===== src/rtl/atm_txn_pkg.sv =====
// Shared types for the accounts-RAM transaction sequencer: opcodes, result codes,
// FSM states and the bit layout of a RAM word {password, balance, active}.
package atm_txn_pkg;

    typedef enum logic [2:0] {
        OP_READ       = 3'd0,
        OP_WITHDRAW   = 3'd1,
        OP_DEPOSIT    = 3'd2,
        OP_SET_PWD    = 3'd3,
        OP_DEACTIVATE = 3'd4
    } op_e;

    typedef enum logic [2:0] {
        ST_OK           = 3'd0,
        ST_INSUFFICIENT = 3'd1,
        ST_INACTIVE     = 3'd2,
        ST_OVERFLOW     = 3'd3,
        ST_BAD_ADDR     = 3'd4,
        ST_BAD_OP       = 3'd5
    } status_e;

    typedef enum logic [1:0] {
        S_IDLE = 2'd0,
        S_RD   = 2'd1,
        S_WT   = 2'd2,
        S_EX   = 2'd3
    } state_e;

    // Password sits above the balance, so its LSB moves with the balance width.
    localparam int ACTIVE_BIT = 0;
    localparam int BAL_LSB    = 1;
    localparam int PWD_LSB    = BAL_LSB + 16;

    function automatic int pwd_lsb(input int bal_width);
        return BAL_LSB + bal_width;
    endfunction

endpackage


===== src/rtl/rr_arbiter2.sv =====
// Two-way round-robin arbiter. The pointer names the port that wins a tie and
// flips away from whichever port was granted when the grant is taken.
module rr_arbiter2 (
    input  logic       clk,
    input  logic       rst,
    input  logic [1:0] req,
    input  logic       take,
    output logic [1:0] gnt
);

    logic ptr;

    always_comb begin
        gnt = req;
        if (req == 2'b11)
            gnt = ptr ? 2'b10 : 2'b01;
    end

    always_ff @(posedge clk or negedge rst) begin
        if (!rst)
            ptr <= 1'b0;
        else if (take && |gnt)
            ptr <= gnt[0];
    end

endmodule


===== src/rtl/account_txn_arbiter.sv =====
// Arbitrates two requesters onto the single-port accounts RAM and runs a fixed
// four-cycle read-modify-write per transaction (IDLE -> RD -> WT -> EX).
module account_txn_arbiter
    import atm_txn_pkg::*;
#(
    parameter int SAVED_ACCOUNTS       = 10,
    parameter int ACCOUNT_NUMBER_WIDTH = $clog2(SAVED_ACCOUNTS),
    parameter int PASSWORD_WIDTH       = 16,
    parameter int BALANCE_WIDTH        = 16,
    parameter int DATA_WIDTH           = (PASSWORD_WIDTH > BALANCE_WIDTH) ? PASSWORD_WIDTH : BALANCE_WIDTH,
    parameter int WORD_WIDTH           = PASSWORD_WIDTH + BALANCE_WIDTH + 1
) (
    input  logic                              clk,
    input  logic                              rst,
    input  logic [1:0]                        req_valid,
    output logic [1:0]                        req_ready,
    input  logic [5:0]                        req_op,
    input  logic [2*ACCOUNT_NUMBER_WIDTH-1:0] req_addr,
    input  logic [2*DATA_WIDTH-1:0]           req_data,
    output logic [1:0]                        rsp_valid,
    output logic [2:0]                        rsp_status,
    output logic [BALANCE_WIDTH-1:0]          rsp_balance,
    output logic                              busy,
    output logic [ACCOUNT_NUMBER_WIDTH-1:0]   ram_addr,
    output logic                              ram_rd_en,
    input  logic [WORD_WIDTH-1:0]             ram_rdata,
    output logic                              ram_wr_en,
    output logic [WORD_WIDTH-1:0]             ram_wdata
);

    localparam int AW      = ACCOUNT_NUMBER_WIDTH;
    localparam int BW      = BALANCE_WIDTH;
    localparam int PWD_POS = pwd_lsb(BALANCE_WIDTH);

    state_e state, state_nxt;

    logic [1:0]            gnt;
    logic                  accept;
    logic                  g_sel;
    logic                  lat_id;
    logic [2:0]            lat_op;
    logic [AW-1:0]         lat_addr;
    logic [DATA_WIDTH-1:0] lat_data;
    logic                  wr_pend;
    logic                  addr_ok;

    logic [BW-1:0]         cur_bal;
    logic [BW-1:0]         amt;
    logic [BW:0]           sum;
    logic                  active;
    logic [2:0]            x_status;
    logic [BW-1:0]         x_bal;
    logic [WORD_WIDTH-1:0] x_word;
    logic                  x_wr;

    rr_arbiter2 u_arb (
        .clk  (clk),
        .rst  (rst),
        .req  (req_valid),
        .take (state == S_IDLE),
        .gnt  (gnt)
    );

    assign accept    = (state == S_IDLE) && |gnt;
    assign g_sel     = gnt[1];
    assign req_ready = (state == S_IDLE) ? gnt : 2'b00;
    assign busy      = (state != S_IDLE);
    assign addr_ok   = 32'(lat_addr) < SAVED_ACCOUNTS;
    assign ram_addr  = lat_addr;
    // Out-of-range accounts never touch the RAM but still take the full four cycles.
    assign ram_rd_en = (state == S_RD) && addr_ok;
    assign ram_wr_en = (state == S_EX) && wr_pend;
    assign rsp_valid = (state == S_EX) ? (lat_id ? 2'b10 : 2'b01) : 2'b00;

    always_comb begin
        state_nxt = state;
        case (state)
            S_IDLE:  if (accept) state_nxt = S_RD;
            S_RD:    state_nxt = S_WT;
            S_WT:    state_nxt = S_EX;
            S_EX:    state_nxt = S_IDLE;
            default: state_nxt = S_IDLE;
        endcase
    end

    always_comb begin
        cur_bal  = ram_rdata[BAL_LSB +: BW];
        active   = ram_rdata[ACTIVE_BIT];
        amt      = lat_data[BW-1:0];
        sum      = {1'b0, cur_bal} + {1'b0, amt};
        x_status = ST_OK;
        x_bal    = cur_bal;
        x_word   = ram_rdata;
        x_wr     = 1'b0;
        if (!addr_ok) begin
            x_status = ST_BAD_ADDR;
            x_bal    = '0;
        end else begin
            case (lat_op)
                OP_READ: begin
                    if (!active) x_status = ST_INACTIVE;
                end
                OP_WITHDRAW: begin
                    if (!active)
                        x_status = ST_INACTIVE;
                    else if (amt > cur_bal)
                        x_status = ST_INSUFFICIENT;
                    else begin
                        x_bal                   = cur_bal - amt;
                        x_word[BAL_LSB +: BW]   = cur_bal - amt;
                        x_wr                    = 1'b1;
                    end
                end
                OP_DEPOSIT: begin
                    if (!active)
                        x_status = ST_INACTIVE;
                    else if (sum[BW])
                        x_status = ST_OVERFLOW;
                    else begin
                        x_bal                   = sum[BW-1:0];
                        x_word[BAL_LSB +: BW]   = sum[BW-1:0];
                        x_wr                    = 1'b1;
                    end
                end
                OP_SET_PWD: begin
                    if (!active)
                        x_status = ST_INACTIVE;
                    else begin
                        x_word[PWD_POS +: PASSWORD_WIDTH] = lat_data[PASSWORD_WIDTH-1:0];
                        x_wr                              = 1'b1;
                    end
                end
                OP_DEACTIVATE: begin
                    x_word[ACTIVE_BIT] = 1'b0;
                    x_wr               = 1'b1;
                end
                default: x_status = ST_BAD_OP;
            endcase
        end
    end

    always_ff @(posedge clk or negedge rst) begin
        if (!rst) begin
            state       <= S_IDLE;
            lat_id      <= 1'b0;
            lat_op      <= '0;
            lat_addr    <= '0;
            lat_data    <= '0;
            wr_pend     <= 1'b0;
            rsp_status  <= '0;
            rsp_balance <= '0;
            ram_wdata   <= '0;
        end else begin
            state <= state_nxt;
            if (accept) begin
                lat_id   <= g_sel;
                lat_op   <= req_op[3*g_sel +: 3];
                lat_addr <= req_addr[AW*g_sel +: AW];
                lat_data <= req_data[DATA_WIDTH*g_sel +: DATA_WIDTH];
            end
            // Results land at the WT->EX edge so they line up with rsp_valid and then hold.
            if (state == S_WT) begin
                rsp_status  <= x_status;
                rsp_balance <= x_bal;
                ram_wdata   <= x_word;
                wr_pend     <= x_wr;
            end
        end
    end

endmodule


===== config.mk =====
export PLATFORM = sky130hd
export DESIGN_NAME = account_txn_arbiter
export DESIGN_NICKNAME = d
export VERILOG_FILES = /design/src/rtl/atm_txn_pkg.sv /design/src/rtl/rr_arbiter2.sv /design/src/rtl/account_txn_arbiter.sv
export SDC_FILE = /design/constraint.sdc
export NUM_CORES = 1
export LEC_CHECK = 0
export BUFFER_PORTS_ARGS = -buffer_cell sky130_fd_sc_hd__buf_2
export CAP_MARGIN = 15
export CORE_ASPECT_RATIO = 1.75
export CORE_MARGIN = 2
export CORE_UTILIZATION = 49
export DETAILED_ROUTE_END_ITERATION = 6
export GPL_TIMING_DRIVEN = 0
export MAX_ROUTING_LAYER = met4
export PLACE_DENSITY = 0.81
export SLEW_MARGIN = 10
export SYNTH_ARGS = -nofsm -noshare
export SYNTH_HDL_FRONTEND = slang
export SYNTH_SLANG_ARGS = --single-unit

===== constraint.sdc =====
create_clock -name clk -period 3 [get_ports clk]
set_clock_uncertainty 0.2 [all_clocks]
set_input_delay 0.3 -clock clk [delete_from_list [all_inputs] [get_ports clk]]
set_output_delay 0.3 -clock clk [all_outputs]
set_load 0.005 [all_outputs]

==> results.py, run 1 <==
metrics = {
    "synth": {
        "yosysSeqAreaShare_pct": 34.93,
        "yosysUniqueCellTypes": 74,
        "synth.yosys.warnings": 0,
        "synth-edff-count": 0,
        "syn_area_um2": 5732,
        "synth_seq_cells": 80,
        "syn-num-nets": 774,
        "synth_ff_type": "dfrtp_1",
        "synth_area_leaders": "dfrtp_1, ha_1, mux2i_1",
        "synth_top_area_share_pct": 34.93,
        "yosys.area.top_type": "dfrtp_1",
        "synth.avg_cell_area_um2": 8.791,
        "syn_inst": 652,
        "async_flop_share_pct": 100.0,
    },
    "power_and_ir_drop": {
        "clkPwrFrac_pct": 14.0,
        "powerDensity_nw_per_um2": 1057,
        "ir_worst_vdd_v": 0.0005272,
        "power_frac_comb_pct": 61.1,
        "p_sw_mw": 3.660,
        "switching_share_pct": 45.51,
        "p_int_mw": 4.381,
        "p_leak_nw": 3.580,
        "p_total_mw": 8.040,
        "pwr-share-seq_pct": 25.0,
    },
    "place": {
        "dp_hpwl_mm": 13.64,
        "gp_congestion": 0.9478,
        "io_buffer_count": 145,
        "place_inst": 933,
        "place_ws_ns": -0.4840,
    },
    "critical_path": {
        "end_kind": "flip-flop",
        "cp-endpoint": "ram_wdata[10]$_DFFE_PN0P_",
        "r2r_cells": 11,
        "rr_endpoint": "ram_wdata[10]$_DFFE_PN0P_",
        "startpoint": "amt[0]$_DFFE_PN0P_",
        "path_class": "flip-flop to flip-flop",
        "worstPathArrival_ns": 3.00,
        "crit_required_ns": 2.98,
        "rr_startpoint": "amt[0]$_DFFE_PN0P_",
        "start_kind": "flip-flop",
        "r2r_slack_ns": -0.02,
        "cp_max_fo": 10,
    },
    "cts": {
        "clk_latency_ns": 0.34,
        "cts_buffers": 9,
        "clkTransAtPathRegs_ns": 0.06,
        "htreeDepth": 3,
        "clkSinkCount": 80,
        "tritoncts": "yes",
        "max-clock-path-buffers": 2,
        "clock-root-buffer": "clkbuf_16",
    },
    "timing": {
        "worstMarginPinSlew_ns": 0.7623,
        "post-route-period-util_pct": 100.5,
        "final_hold_viol_count": 0,
        "min_period_ns": 3.015,
        "setup_viol": 1,
        "holdWs_ns": 0.04590,
        "rsz0062_at_grt": "yes",
        "relSlewSlack_pct": 49.18,
        "fmax_mhz": 331.6,
        "postLayoutSetupSlackWorst_ns": -0.01527,
        "setup_tns_ns": -0.01527,
        "slew_violations": 0,
    },
    "cells_and_area": {
        "antenna-diode-count": 0,
        "final_nets": 961,
        "final_cells": 979,
        "fillers": 973,
        "regArea_um2": 2006,
        "multi_input_area_um2": 3631,
        "drive_above_1_share_pct": 34.24,
        "area_growth_syn_to_layout_pct": 32.74,
    },
    "hold_path": {
        "hold_path.class": "input port to flip-flop",
    },
    "outcome": {
        "violations": "design-rule violations, negative setup slack",
        "status": "complete, but fails checks",
    },
    "die": {
        "die_w_um": 85.76,
        "fp.dieH_um": 147.1,
        "die_area_um2": 12610,
        "rows": 52,
        "ios": 146,
        "core-area_um2": 11520,
        "start_util_pct": 49.77,
    },
    "detailed_routing": {
        "drc": 4,
        "ant_nets": 0,
        "dr.pass1.iters": 7,
        "wl_per_cell_um": 18.51,
        "wl_mm": 18.13,
        "viasPerCell": 5.925,
        "first_iter_violations": 313,
        "routed-via-count": 5801,
    },
    "grt": {
        "grt_max_degree": 51,
        "grt.busiest_layer": "met2",
        "grt_use_met1_pct": 30.10,
        "grt_use_met3_pct": 3.708,
        "grt_pass1_vias": 5618,
        "overflow": 0,
        "use_met2_pct": 51.95,
        "grt.total_usage_pct": 29.04,
        "grt_pass1_wl_mm": 27.71,
        "antenna_found_initial": 0,
    },
    "flow_run": {
        "max_cap_violations": 0,
    },
}
routing by layer:
metal	routed length [um]	part of all wire (%)
met5	0	0
met4	1051	5.8
met3	1034	5.7
met2	9599	53
met1	6438	36
synth_stat cells (all sizes together) (2+ instances only):
cell / instances
clkbuf: 20
nand3: 11
o22ai: 16
dfrtp: 80
fa: 2
and2: 9
a21oi: 45
nand2: 52
o32a: 2
a32oi: 3
nor3b: 3
o211ai: 3
a22oi: 9
and3: 2
o21bai: 4
nor2: 55
nand2b: 8
o31ai: 4
o221ai: 17
nor3: 10
o21a: 7
o31a: 2
a211oi: 4
o21ai: 61
mux2: 3
nor2b: 10
or3b: 2
o311ai: 2
a311oi: 2
inv: 63
or3: 3
a31oi: 7
ha: 37
mux2i: 43
a21o: 7
a221o: 8
buf: 18
placed cells by master (no fill, tap or decap), drive strengths merged, types with 3 or more instances in the layout:
cell type / instances
mux2i: 43
a21oi: 45
a32oi: 3
o31ai: 4
o21ai: 61
a221o: 8
nor2b: 10
nor3b: 3
and2: 9
nor2: 55
mux2: 3
a31oi: 7
inv: 64
or3: 3
a21o: 7
o211ai: 3
nand2b: 8
a211oi: 4
ha: 37
nand3: 11
o22ai: 16
o21a: 7
clkbuf: 29
dfrtp: 80
nor3: 10
o221ai: 17
buf: 194
o21bai: 4
nand2: 52
a22oi: 9
repair_timing:
action                                  in CTS  in global routing
gates cloned                                 0                  1
pin swaps                                   15                 21
endpoints found under the setup margin      34                 33
setup buffers                               17                 14
resized for setup                           33                 56
hold endpoints to repair                    30                  0
hold buffers                                 1                  0
how the worst min path moves through the flow:
stage,from,end,slack [ns],cells after the start
global placement,ram_addr[0]$_DFFE_PN0P_,ram_addr[0]$_DFFE_PN0P_,0.27,2
CTS,req_data[30],amt[14]$_DFFE_PN0P_,0.05,3
detailed placement,rst,ram_wdata[1]$_DFFE_PN0P_,0.07,1
finish,req_data[30],amt[14]$_DFFE_PN0P_,0.05,3
floorplan,rst,amt[0]$_DFFE_PN0P_,-0.20,0
global route,req_data[14],amt[14]$_DFFE_PN0P_,0.07,3
power groups by stage:
| stage | sequential [mW] | clock, mW | combinational (mW) |
|---|---|---|---|
| after floorplan | 1.98 | 0 | 2.76 |
| after global placement | 2.02 | 0 | 4.01 |
| after detailed placement | 2.03 | 0 | 4.09 |
| after CTS | 2.00 | 1.12 | 4.43 |
| after global routing | 2.08 | 1.17 | 5.33 |
| final | 2.01 | 1.12 | 4.91 |
cell type report:
class                   instances  area share (%)
plain buffers                  35           2.976
flip-flops and latches         80           26.36
inverters                      63           3.108
clock buffers                  10           3.009
repair buffers                179           13.71
well taps                     135           2.220
clock inverters                 6          0.8880
multi-input cells             471           47.72
flip-flops by register name, indices dropped and copies added (netlist names), 2 cells and up:
| register | flops |
|---|---|
| rsp_balance | 16 |
| rsp_status | 3 |
| lat_op | 3 |
| amt | 16 |
| state | 2 |
| ram_wdata | 33 |
| ram_addr | 4 |
critical path, cell delays in order, from the launching register on:
cell and delay, ns:
dfrtp_2 0.46, ha_4 0.17, fa_2 0.33, nand2b_4 0.16, a21o_1 0.22, a211oi_4 0.24, buf_6 0.16, o21a_4 0.18
a21oi_4 0.09, buf_8 0.19, a22oi_2 0.30, o221ai_1 0.15
metrics by stage:
step	util, %	cell area [um2]
4_1_cts	62.89	7242
3_5_place_dp	57.80	6656
5_1_grt	66.07	7609
2_1_floorplan	-	5732
6_report	66.07	7609
3_3_place_gp	57.54	6626
kinds of logic after synthesis:
group,share of synthesized area (%)
AO/OA/AOI/OAI,26.00
XOR/XNOR,0.3057
adder cells (fa/ha/maj),8.775
buffers and inverters,7.793
flip-flops,34.93
multiplexers,8.099
AND/OR/NAND/NOR,14.10
Power figures use the tool's default switching activity.
==> run 2: changes to the inputs <==
--- a/config.mk
+++ b/config.mk
@@ -9,11 +9,12 @@
 export CAP_MARGIN = 15
 export CORE_ASPECT_RATIO = 1.75
 export CORE_MARGIN = 2
-export CORE_UTILIZATION = 49
+export CORE_UTILIZATION = 32
 export DETAILED_ROUTE_END_ITERATION = 6
 export GPL_TIMING_DRIVEN = 0
+export HOLD_SLACK_MARGIN = 0.06
 export MAX_ROUTING_LAYER = met4
-export PLACE_DENSITY = 0.81
+export PLACE_DENSITY = 0.58
 export SLEW_MARGIN = 10
 export SYNTH_ARGS = -nofsm -noshare
 export SYNTH_HDL_FRONTEND = slang
==> run 2 against run 1 <==
The flow finishes with violations (negative setup slack). Power increased by 3.9%. Sequential share of layout area decreased by 1.8 points. Die area increased by 51%. Critical endpoint unchanged. Register-to-register slack got worse by 0.02 ns. Highest routed layer unchanged. Fmax decreased by 0.70%. Via count decreased by 0.78%. Hold slack improved by 0.017 ns.
==> results.py, run 2 (synthesis gave the netlist of run 1 again) <==
metrics = {
    "power_and_ir_drop": {
        "pwr-share-seq_pct": 24.4,
        "p_int_mw": 4.522,
        "p_leak_nw": 3.732,
        "switching_share_pct": 45.89,
        "ir_worst_vdd_v": 0.0004676,
        "p_sw_mw": 3.835,
        "clkPwrFrac_pct": 14.2,
        "power_frac_comb_pct": 61.3,
        "p_total_mw": 8.358,
        "powerDensity_nw_per_um2": 1020,
    },
    "cells_and_area": {
        "regMostFlops": "ram_wdata",
        "final_cell_mix": "buf_2, dfrtp_1, inv_1",
        "utilization_pct": 46.70,
        "area_growth_syn_to_layout_pct": 42.89,
        "multi_input_area_um2": 3719,
        "final_nets": 997,
        "antenna-diode-count": 0,
        "fillers": 1716,
        "largest_reg_flops": 33,
        "final_common_cell": "buf_2",
        "drive_above_1_share_pct": 34.20,
        "regArea_um2": 2008,
    },
    "die": {
        "start_util_pct": 32.68,
        "ios": 146,
        "die_w_um": 105.2,
        "core-area_um2": 17540,
        "die_area_um2": 19040,
        "rows": 64,
        "fp.dieH_um": 181.0,
    },
    "cts": {
        "clkSinkCount": 80,
        "htreeDepth": 3,
        "clkTransAtPathRegs_ns": 0.08,
        "clock-root-buffer": "clkbuf_16",
        "clk_latency_ns": 0.35,
        "max-clock-path-buffers": 2,
        "cts_buffers": 9,
        "tritoncts": "yes",
    },
    "detailed_routing": {
        "ant_nets": 0,
        "first_iter_violations": 216,
        "viasPerCell": 5.181,
        "dr.pass1.iters": 4,
        "wl_mm": 21.04,
        "routed-via-count": 5756,
        "drc": 0,
        "wl_per_cell_um": 18.94,
    },
    "timing": {
        "min_period_ns": 3.036,
        "slew_violations": 0,
        "setup_viol": 3,
        "relSlewSlack_pct": 46.02,
        "post-route-period-util_pct": 101.2,
        "fmax_mhz": 329.3,
        "rsz0062_at_grt": "yes",
        "final_hold_viol_count": 0,
        "postLayoutSetupSlackWorst_ns": -0.03646,
        "worstMarginPinSlew_ns": 0.8013,
    },
    "grt": {
        "grt_pass1_vias": 6056,
        "antenna_found_initial": 0,
        "grt_pass1_wl_mm": 32.60,
        "overflow": 0,
        "grt.total_usage_pct": 22.88,
        "grt_max_degree": 56,
    },
    "critical_path": {
        "crit_required_ns": 3.00,
        "path_class": "flip-flop to flip-flop",
        "start_kind": "flip-flop",
        "end_kind": "flip-flop",
        "cp_max_fo": 5,
        "worstPathArrival_ns": 3.04,
    },
    "place": {
        "place_ws_ns": -0.5569,
        "io_buffer_count": 145,
        "dp_hpwl_mm": 15.74,
        "gp_congestion": 0.9252,
    },
    "outcome": {
        "status": "complete, but fails checks",
        "violations": "negative setup slack",
    },
    "hold_path": {
        "hold_path.class": "input port to flip-flop",
    },
    "flow_run": {
        "max_cap_violations": 0,
    },
}
run 2: power by group through the flow:
stage	Sequential, mW	Clock, mW	Combinational, mW
global route	2.12	1.24	5.66
CTS	2.03	1.21	4.75
finish	2.04	1.19	5.12
detailed placement	2.07	0	4.21
global placement	2.06	0	4.15
floorplan	1.98	0	2.76
run 2: metrics by stage:
step	std cells	area, um2	setup TNS, ns	hold WS, ns
floorplan	652	5732	0	-0.1956
finish	1111	8190	-0.09606	0.06301
detailed placement	1029	6777	-10.08	0.04857
global placement	1028	6746	-10.15	0.2770
CTS	1102	7826	-0.09101	0.06014
global route	1111	8190	-1.418	0.06300
run 2: final timing paths:
check	from	endpoint	slack, ns	cells after the start
max	amt[10]$_DFFE_PN0P_	ram_wdata[10]$_DFFE_PN0P_	-0.04	11
min	ram_rdata[8]	ram_wdata[8]$_DFFE_PN0P_	0.06	3
max reg2reg	amt[10]$_DFFE_PN0P_	ram_wdata[10]$_DFFE_PN0P_	-0.04	11
min reg2reg	lat_id$_DFFE_PN0P_	lat_id$_DFFE_PN0P_	0.30	1
max in group asynchronous	rst	amt[0]$_DFFE_PN0P_	1.75	3
min in group asynchronous	rst	amt[9]$_DFFE_PN0P_	0.21	2
run 2: final cells by class:
type,count,area share [%]
multi-input cells,471,45.40
plain buffers,36,2.903
inverters,63,2.918
clock inverters,5,0.7944
clock buffers,11,2.964
repair buffers,214,16.97
flip-flops and latches,80,24.52
well taps,231,3.529
run 2: critical path, stage by stage, from the launching register on:
cell and delay (ns):
dfrtp_1 0.40, inv_2 0.07, ha_4 0.19, buf_6 0.12, a21o_1 0.17, a21o_1 0.18, or3_4 0.39, o21a_4 0.25
buf_8 0.14, a221o_1 0.35, a22oi_2 0.30, o221ai_2 0.13
run 2: layer usage:
layer / global-route usage (%) / vias to the layer above / wire [um]
li1: - / 2783 / -
met3: 2.237 / 54 / 604
met5: - / - / 0
met1: 23.14 / 2768 / 7700
met2: 43.48 / 151 / 11690
met4: 10.45 / 0 / 1051
run 2: timing repair:
| action | 4_1_cts | 5_1_grt |
|---|---|---|
| cloned | 1 | 1 |
| setup endpoints to repair | 34 | 34 |
| resized for setup | 52 | 59 |
| hold buffers | 34 | 0 |
| pin swaps | 18 | 38 |
| buffers inserted | 24 | 8 |
| hold endpoints to repair | 52 | 0 |
==> run 3: changes to the inputs <==
--- a/config.mk
+++ b/config.mk
@@ -7,6 +7,8 @@
 export LEC_CHECK = 0
 export BUFFER_PORTS_ARGS = -buffer_cell sky130_fd_sc_hd__buf_2
 export CAP_MARGIN = 15
+export CELL_PAD_IN_SITES_DETAIL_PLACEMENT = 0
+export CELL_PAD_IN_SITES_GLOBAL_PLACEMENT = 1
 export CORE_ASPECT_RATIO = 1.75
 export CORE_MARGIN = 2
 export CORE_UTILIZATION = 32
@@ -14,7 +16,7 @@
 export GPL_TIMING_DRIVEN = 0
 export HOLD_SLACK_MARGIN = 0.06
 export MAX_ROUTING_LAYER = met4
-export PLACE_DENSITY = 0.58
+export PLACE_DENSITY = 0.73
 export SLEW_MARGIN = 10
 export SYNTH_ARGS = -nofsm -noshare
 export SYNTH_HDL_FRONTEND = slang
==> run 3 against run 2 <==
The run still ends with negative setup slack left. Fmax is 0.68% higher. Clock-buffer cell count stayed put. Via count is 4.0% higher. Non-clock buffer count is 20 higher. Critical path depth is 2 higher. Setup slack better by 0.021 ns. Register-to-register slack better by 0.02 ns. Flip-flop and latch count stayed put.
==> results.py, run 3 (synthesis gave the netlist of run 1 again) <==
metrics = {
    "detailed_routing": {
        "routed-via-count": 5986,
        "ant_nets": 0,
        "wl_per_cell_um": 19.25,
        "wl_mm": 21.75,
        "viasPerCell": 5.297,
        "first_iter_violations": 298,
        "drc": 0,
        "dr.pass1.iters": 6,
    },
    "critical_path": {
        "rr_endpoint": "rsp_balance[10]$_DFFE_PN0P_",
        "slowest_stage": "dfrtp_1",
        "path_buf_inv": 3,
        "start_kind": "flip-flop",
        "crit_family": "compound AO/OA/AOI/OAI gates",
        "path_class": "flip-flop to flip-flop",
        "r2r_slack_ns": -0.02,
        "r2r_cells": 13,
        "end_kind": "flip-flop",
        "cp_max_fo": 5,
        "worstPathArrival_ns": 3.09,
        "critical_path.max_stage_delay_ns": 0.41,
        "rr_startpoint": "amt[0]$_DFFE_PN0P_",
        "crit_chain": "ha_2 -> fa_2 -> nand2b_4 -> a21o_4 -> a211oi_4 -> buf_6 -> o21a_4 -> buf_8 -> a32oi_2 -> mux2i_2 -> buf_4 -> a21oi_4 -> o22ai_1",
        "crit_required_ns": 3.07,
    },
    "die": {
        "rows": 64,
        "fp.dieH_um": 181.0,
        "start_util_pct": 32.68,
        "die_area_um2": 19040,
        "ios": 146,
        "core-area_um2": 17540,
        "die_w_um": 105.2,
    },
    "cts": {
        "max-clock-path-buffers": 2,
        "clkSinkCount": 80,
        "cts_buffers": 9,
        "tritoncts": "yes",
        "clock-root-buffer": "clkbuf_16",
        "clk_latency_ns": 0.36,
        "htreeDepth": 3,
        "clkTransAtPathRegs_ns": 0.06,
    },
    "hold_path": {
        "worstHoldStart": "req_data[30]",
        "hold_depth": 3,
        "hold_path.class": "input port to flip-flop",
        "min_to": "amt[14]$_DFFE_PN0P_",
    },
    "power_and_ir_drop": {
        "p_leak_nw": 3.836,
        "p_total_mw": 8.385,
        "ir_worst_vdd_v": 0.0004134,
        "powerDensity_nw_per_um2": 1006,
    },
    "grt": {
        "grt_max_degree": 45,
        "grt_pass1_wl_mm": 33.20,
        "overflow": 0,
        "antenna_found_initial": 0,
        "grt_pass1_vias": 6038,
        "grt.total_usage_pct": 23.33,
    },
    "timing": {
        "post-route-period-util_pct": 100.5,
        "slew_violations": 0,
        "worstMarginPinSlew_ns": 0.8824,
        "holdWs_ns": 0.04934,
        "setup_viol": 2,
        "min_period_ns": 3.016,
        "setup_tns_ns": -0.01752,
        "rsz0062_at_grt": "yes",
        "final_hold_viol_count": 0,
        "relSlewSlack_pct": 41.17,
        "fmax_mhz": 331.6,
        "postLayoutSetupSlackWorst_ns": -0.01581,
    },
    "place": {
        "dp_hpwl_mm": 15.89,
        "io_buffer_count": 145,
        "gp_congestion": 0.9069,
        "place_inst": 1029,
    },
    "cells_and_area": {
        "antenna-diode-count": 0,
        "final_nets": 1017,
        "final_cell_mix": "buf_2, dfrtp_1, inv_1",
        "multi_input_area_um2": 3707,
        "fillers": 1723,
        "area_growth_syn_to_layout_pct": 45.43,
        "largest_reg_flops": 33,
        "regArea_um2": 2004,
        "regMostFlops": "ram_wdata",
        "drive_above_1_share_pct": 34.82,
        "utilization_pct": 47.53,
        "final_common_cell": "buf_2",
        "final_cells": 1130,
    },
    "flow_run": {
        "max_cap_violations": 0,
    },
    "outcome": {
        "status": "complete, but fails checks",
        "violations": "negative setup slack",
    },
}
## run 3: cell count changes in the layout (fill, tap and decap cells not counted), moves of 4 or more
| cell | before | now |
|---|---|---|
| dlygate4sd3_1 | 34 | 46 |
| a21oi_1 | 38 | 34 |
| buf_4 | 31 | 41 |
| a21oi_2 | 3 | 8 |
## run 3: area by class of cell
cell class,count,area share (%)
buffer,35,2.792
tap,231,3.467
clock inverter,4,0.3452
multi-input combinational,471,44.48
timing repair buffer,235,18.97
sequential,80,24.05
inverter,63,2.867
clock buffer,11,3.032
## run 3: where the power goes
part	internal (mW)	switching, mW	leakage, nW
registers	1.62	0.406	0.957
logic	2.26	3.01	2.74
clock network	0.603	0.485	0.134
## run 3: through the flow
stage                     instance area [um2]  worst slack [ns]
after floorplan                          5732            0.1699
after global placement                   6746           -0.5064
after detailed placement                 6777           -0.5153
after CTS                                7990         0.0001119
after global routing                     8335           -0.1048
final                                    8335          -0.01581
## run 3: how the worst max path moves through the flow
stage	from	end	slack [ns]	cells past startpoint
after floorplan	amt[10]$_DFFE_PN0P_	ram_wdata[7]$_DFFE_PN0P_	0.17	11
after global placement	amt[5]$_DFFE_PN0P_	rsp_balance[12]$_DFFE_PN0P_	-0.51	11
after detailed placement	ram_rdata[1]	rsp_balance[12]$_DFFE_PN0P_	-0.52	13
after CTS	amt[0]$_DFFE_PN0P_	ram_wdata[11]$_DFFE_PN0P_	0.0001	11
after global routing	amt[4]$_DFFE_PN0P_	rsp_balance[11]$_DFFE_PN0P_	-0.10	13
final	amt[0]$_DFFE_PN0P_	rsp_balance[10]$_DFFE_PN0P_	-0.02	13
## run 3: timing repair
| item | 4_1_cts | 5_1_grt |
|---|---|---|
| endpoints found under the setup margin | 34 | 40 |
| cloned | 1 | 0 |
| buffers inserted | 28 | 14 |
| pin swaps | 19 | 39 |
| hold buffers | 46 | 0 |
| hold endpoints to repair | 64 | 0 |
| resized for setup | 53 | 58 |
## run 3: layer usage
layer | wire, um | global-route usage, %
met2 | 12030 | 43.69
met3 | 880 | 3.463
met1 | 8084 | 23.78
met4 | 752 | 9.813
met5 | 0 | -
## run 3: worst reg2reg max path: cells and delay by family (launching register included)
family	cells	cell delay, ns
buf+inv	3	0.48
mux	1	0.22
flops	1	0.41
fa+ha+maj	2	0.57
compound gates	6	0.91
simple gates	1	0.15
